### config.mk
export PLATFORM = sky130hd
export DESIGN_NAME = painel_andar
export DESIGN_NICKNAME = d
export VERILOG_FILES = /design/src/rtl/painel_pkg.sv /design/src/rtl/decod_7seg.sv /design/src/rtl/painel_andar.sv
export SDC_FILE = /design/constraint.sdc
export NUM_CORES = 1
export LEC_CHECK = 0
export ABC_AREA = 1
export CORE_UTILIZATION = 44
export CTS_CLUSTER_DIAMETER = 120
export DETAILED_ROUTE_END_ITERATION = 7
export GPL_ROUTABILITY_DRIVEN = 0
export GPL_TIMING_DRIVEN = 1
export SETUP_SLACK_MARGIN = 0.2
export SYNTH_ARGS = -nofsm -noshare
export SYNTH_HDL_FRONTEND = slang
export SYNTH_SLANG_ARGS = --single-unit
### constraint.sdc
create_clock -name clk -period 1.5 [get_ports clk]
set_input_delay 0.15 -clock clk [delete_from_list [all_inputs] [get_ports clk]]
set_output_delay 0.15 -clock clk [all_outputs]
set_load 0.05 [all_outputs]
### src/rtl/painel_pkg.sv
// rtl/painel_pkg.sv - shared types and segment constants for the floor panel
package painel_pkg;

  typedef enum logic [1:0] {
    PARADO   = 2'd0,
    SUBINDO  = 2'd1,
    DESCENDO = 2'd2,
    PORTA    = 2'd3
  } estado_t;

  // Bit order is {a,b,c,d,e,f,g}, active-high.
  localparam logic [6:0] SEG_0     = 7'b1111110;
  localparam logic [6:0] SEG_1     = 7'b0110000;
  localparam logic [6:0] SEG_2     = 7'b1101101;
  localparam logic [6:0] SEG_3     = 7'b1111001;
  localparam logic [6:0] SEG_4     = 7'b0110011;
  localparam logic [6:0] SEG_5     = 7'b1011011;
  localparam logic [6:0] SEG_6     = 7'b1011111;
  localparam logic [6:0] SEG_7     = 7'b1110000;
  localparam logic [6:0] SEG_8     = 7'b1111111;
  localparam logic [6:0] SEG_9     = 7'b1111011;
  localparam logic [6:0] SEG_BLANK = 7'b0000000;

endpackage

### src/rtl/decod_7seg.sv
// rtl/decod_7seg.sv - decimal digit to active-high seven-segment decoder
module decod_7seg
  import painel_pkg::*;
(
  input  logic [3:0] digito,
  output logic       a,
  output logic       b,
  output logic       c,
  output logic       d,
  output logic       e,
  output logic       f,
  output logic       g
);

  logic [6:0] seg;

  always_comb begin
    seg = SEG_BLANK;
    case (digito)
      4'd0:    seg = SEG_0;
      4'd1:    seg = SEG_1;
      4'd2:    seg = SEG_2;
      4'd3:    seg = SEG_3;
      4'd4:    seg = SEG_4;
      4'd5:    seg = SEG_5;
      4'd6:    seg = SEG_6;
      4'd7:    seg = SEG_7;
      4'd8:    seg = SEG_8;
      4'd9:    seg = SEG_9;
      default: seg = SEG_BLANK;
    endcase
  end

  assign {a, b, c, d, e, f, g} = seg;

endmodule

### src/rtl/painel_andar.sv
// rtl/painel_andar.sv - elevator floor panel: floor counter, direction FSM, door blink, 7-seg display
module painel_andar
  import painel_pkg::*;
#(
  parameter  int NUM_ANDARES  = 4,
  parameter  int BLINK_CICLOS = 25_000_000,
  localparam int W            = (NUM_ANDARES > 2) ? $clog2(NUM_ANDARES) : 1
) (
  input  logic         clk,
  input  logic         reset,
  input  logic         pulso_sobe,
  input  logic         pulso_desce,
  input  logic         porta_aberta,
  output logic [W-1:0] andar,
  output logic         a,
  output logic         b,
  output logic         c,
  output logic         d,
  output logic         e,
  output logic         f,
  output logic         g,
  output logic         subindo,
  output logic         descendo,
  output logic         erro
);

  localparam int           CW        = $clog2(BLINK_CICLOS);
  localparam logic [CW-1:0] BLINK_MAX = CW'(BLINK_CICLOS - 1);
  localparam logic [W-1:0]  TOPO      = W'(NUM_ANDARES - 1);

  estado_t       estado, estado_prox;
  logic [W-1:0]  andar_prox;
  logic          erro_prox;
  logic [CW-1:0] contador, contador_prox;
  logic          fase, fase_prox;
  logic          so_sobe, so_desce, movimento_ok;
  logic          da, db, dc, dd, de, df, dg;

  assign so_sobe      = pulso_sobe & ~pulso_desce;
  assign so_desce     = pulso_desce & ~pulso_sobe;
  // Door request wins over any pulse in the same cycle.
  assign movimento_ok = (estado != PORTA) & ~porta_aberta;

  always_comb begin
    estado_prox   = estado;
    andar_prox    = andar;
    erro_prox     = erro;
    contador_prox = '0;
    fase_prox     = 1'b1;

    if (pulso_sobe & pulso_desce)
      erro_prox = 1'b1;

    if (porta_aberta) begin
      estado_prox = PORTA;
    end else if (estado == PORTA) begin
      estado_prox = PARADO;
    end

    if (estado == PORTA) begin
      if (pulso_sobe | pulso_desce)
        erro_prox = 1'b1;
    end else if (movimento_ok) begin
      if (so_sobe) begin
        if (andar < TOPO) begin
          andar_prox  = andar + 1'b1;
          estado_prox = SUBINDO;
        end else begin
          erro_prox = 1'b1;
        end
      end else if (so_desce) begin
        if (andar > '0) begin
          andar_prox  = andar - 1'b1;
          estado_prox = DESCENDO;
        end else begin
          erro_prox = 1'b1;
        end
      end
    end

    // Counting only while staying in PORTA; entry or exit restarts at phase on.
    if ((estado == PORTA) && (estado_prox == PORTA)) begin
      if (contador == BLINK_MAX) begin
        contador_prox = '0;
        fase_prox     = ~fase;
      end else begin
        contador_prox = contador + 1'b1;
        fase_prox     = fase;
      end
    end
  end

  always_ff @(posedge clk) begin
    if (reset) begin
      estado   <= PARADO;
      andar    <= '0;
      erro     <= 1'b0;
      contador <= '0;
      fase     <= 1'b1;
    end else begin
      estado   <= estado_prox;
      andar    <= andar_prox;
      erro     <= erro_prox;
      contador <= contador_prox;
      fase     <= fase_prox;
    end
  end

  decod_7seg u_decod (
    .digito (4'(andar)),
    .a      (da),
    .b      (db),
    .c      (dc),
    .d      (dd),
    .e      (de),
    .f      (df),
    .g      (dg)
  );

  assign {a, b, c, d, e, f, g} = fase ? {da, db, dc, dd, de, df, dg} : SEG_BLANK;
  assign subindo  = (estado == SUBINDO);
  assign descendo = (estado == DESCENDO);

endmodule
==> run_results.csv <==
group,metric,value,unit
sta,fin_crit,1.37,ns
die,die_w,67.6,um
global_route,grt_max_degree,12,
clock_network,clkSinkCount,36,
final_layout,final_cell_mix,"nand2_1 (85), nor2_1 (40), inv_1 (34), dfxtp_1 (28), buf_4 (24)",
worst_setup_path,worstPathCellList,"ha_4 -> nand2_4 -> nor2_4 -> nand3_2 -> nor2_4 -> nand2_8 -> nand2_8 -> nor2_2",
die,dieArea,4560,um2
sta,relSlewSlack,81.9,%
worst_setup_path,critPathArrivalTime,1.55,ns
place,portBuffers,16,
global_route,grt_pass1_vias,1714,
power,p_seq_share,48.3,%
die,core-area,4060,um2
drt,routed_wl,4.52,mm
sta,fin_skew,0.00677,ns
synth,ys_types,24,
final_layout,drive_gt1_share,28.7,%
drt,routedWlPerCell,11.8,um
power,leakagePower,0.977,nW
drt,remaining_drc_errors,0,
worst_setup_path,endpoint_kind,"flip-flop",
sta,slew_viol_final,0,
sta,finalHoldViolations,0,
sta,fin_crit_sh,91.3,%
sta,worst_pin_slew,0.271,ns
power,ir_worst_vdd,0.754,mV
worst_setup_path,worstSetupPathType,"reg2reg",
power,switching_share,23.3,%
final_layout,nFillCells,349,
synth,syn_area_per_cell,6.54,um2
global_route,overflow,0,
worst_setup_path,cp.required,1.68,ns
worst_setup_path,critical-path-max-stage-delay,0.36,ns
clock_network,cts-hold-fix-buffers,0,
flow_run,maxCapViolations,0,
place,dpl_cell_area,2310,um2
clock_network,clk_pin_slew,0.07,ns
worst_setup_path,start_kind,"flip-flop",
clock_network,cts_buffers,5,
min_path,min_path_cells,2,
synth,synth_seq_area_share,38.1,%
place,dpl_worst_slack,-0.211,ns
die,start_util,46.6,%
clock_network,cts_tree,"yes",
status,outcome,"finished, final reports clean",
final_layout,nets,343,
drt,via_per_inst,4.75,
global_route,grt_pass1_wl,7.54,mm
synth,synth_seq_cells,36,
worst_setup_path,cp.buffers_inverters,0,
sta,setup_viol,0,
power,powerDensity,762,nW/um2
drt,drt_iter0_markers,83,
synth,synthCells,289,
place,hpwl,3.08,mm
die,die_height,67.6,um
worst_setup_path,cpLargestDelayFamily,"simple AND/OR/NAND/NOR gates",
power,p_clk_share,41.3,%
power,total_power,2.03,mW
worst_setup_path,crit_cells,8,
synth,syn_nets,299,
clock_network,insertion_delay,0.29,ns
sta,layout_setup_ws,0.131,ns
min_path,min_path_type,"reg2reg",
drt,first_pass_iters,4,
power,pwr-share-comb,10.4,%
drt,ant_nets,0,
final_layout,seqCellArea,731,um2
global_route,antenna_found_initial,0,
worst_setup_path,cpMaxStageDelayCell,"dfxtp_2",
clock_network,cts-root-buf,"clkbuf_8",
synth,synth_warnings,0,
final_layout,final_common_cell,"nand2_1",
global_route,grt_use_total,22.5,%
synth,syn_area,1890,um2
worst_setup_path,crit_fanout,7,
worst_setup_path,reg2reg_depth,8,
clock_network,h-tree-depth,2,
die,ios,17,
power,p_sw,0.472,mW
sta,rsz0062_at_grt,"true",
die,fp-row-count,23,
final_layout,antennaDiodeCount,0,
final_layout,fin_area,2660,um2
final_layout,areaGrowthSynthToFinish,40.7,%
sta,clock.fmax,0.730,GHz
final_layout,multi_input_area,1220,um2
clock_network,clk_path_buf_depth,2,
power,internal_power,1.56,mW
drt,dr_total_vias,1825,
[state kept, by name, indices dropped and copies added (netlist names)]
name and flops:
contador 25, u_decod.seg 5, andar 2, estado 2, erro 1, fase 1
[worst register-to-register path: stages, from the launching register on]
cell and delay [ns]:
dfxtp_2 0.36, ha_4 0.16, nand2_4 0.05, nor2_4 0.10
nand3_2 0.11, nor2_4 0.17, nand2_8 0.13, nand2_8 0.13
nor2_2 0.05
[per-layer routing]
| layer | global-route usage (%) | share of wire [%] | vias up |
|---|---|---|---|
| li1 | - | - | 977 |
| met1 | 30.5 | 48 | 804 |
| met2 | 34.2 | 46 | 39 |
| met3 | 5.07 | 4.6 | 5 |
| met4 | 9.04 | 1.3 | 0 |
| met5 | 0 | 0 | - |
[area by class of cell]
type | instances | share of cell area, %
Clock buffer | 6 | 2.73
Clock inverter | 2 | 1.32
Inverter | 38 | 5.50
Multi-Input combinational cell | 215 | 46.0
Sequential cell | 36 | 27.5
Tap cell | 50 | 2.35
Timing Repair Buffer | 37 | 14.6
[kinds of logic (layout without fill, tap and decap cells)]
family | Yosys count | after routing | share of synthesized area [%]
and+or+nand+nor | 175 | 178 | 39.0
buffers and inverters | 41 | 83 | 9.13
DFF | 36 | 36 | 38.1
AOI/OAI and AO/OA | 23 | 23 | 6.29
xor gates and xnor gates | 9 | 9 | 4.17
adders and majority gates | 5 | 5 | 3.31
[power by group through the flow]
| stage | combinational, mW | clock [mW] | sequential [mW] |
|---|---|---|---|
| detailed placement | 0.192 | 0 | 1.00 |
| floorplan | 0.0900 | 0 | 1.01 |
| global route | 0.229 | 0.892 | 0.981 |
| finish | 0.211 | 0.837 | 0.980 |
| CTS | 0.208 | 0.853 | 0.979 |
| global placement | 0.193 | 0 | 1.00 |
[timing repair]
item	CTS	global route
cloned	3	0
pin swaps	11	8
setup buffers	2	1
setup endpoints to repair	29	30
resized for setup	24	27
[cell usage after synthesis]
cell type | n | area share (%)
dfxtp_1 | 36 | 38
a31oi_1 | 1 | 0.33
inv_1 | 37 | 7.3
nor2_2 | 2 | 0.66
nand2_1 | 88 | 17
buf_4 | 1 | 0.40
nor2_4 | 2 | 1.2
inv_2 | 1 | 0.20
xor2_1 | 3 | 1.4
nand3_1 | 17 | 4.5
o21bai_1 | 1 | 0.40
nand2_4 | 1 | 0.60
xnor2_1 | 6 | 2.8
nand3_2 | 1 | 0.53
o21ai_0 | 7 | 1.9
a21oi_1 | 14 | 3.7
nand3b_1 | 3 | 1.2
ha_1 | 5 | 3.3
nor2_1 | 55 | 11
or2_2 | 2 | 0.66
nand2_2 | 1 | 0.33
or2_0 | 2 | 0.66
buf_6 | 2 | 1.2
nor3_1 | 1 | 0.26
[through the flow]
step	cells	TNS, ns	hold slack, ns	utilization (%)
finish	384	0	0.473	65.6
global placement	370	-0.675	0.430	57.0
global route	384	0	0.495	65.6
detailed placement	370	-1.13	0.438	57.0
floorplan	289	0	0.219	-
CTS	383	0	0.475	63.1
[path summary, 6_finish.rpt]
path	start	to	slack, ns
setup / recovery	contador[1]	contador[12]	0.13
hold / removal	contador[24]	contador[24]	0.47
setup reg to reg	contador[1]	contador[12]	0.13
hold reg to reg	contador[24]	contador[24]	0.47
Power figures use the tool's default switching activity.
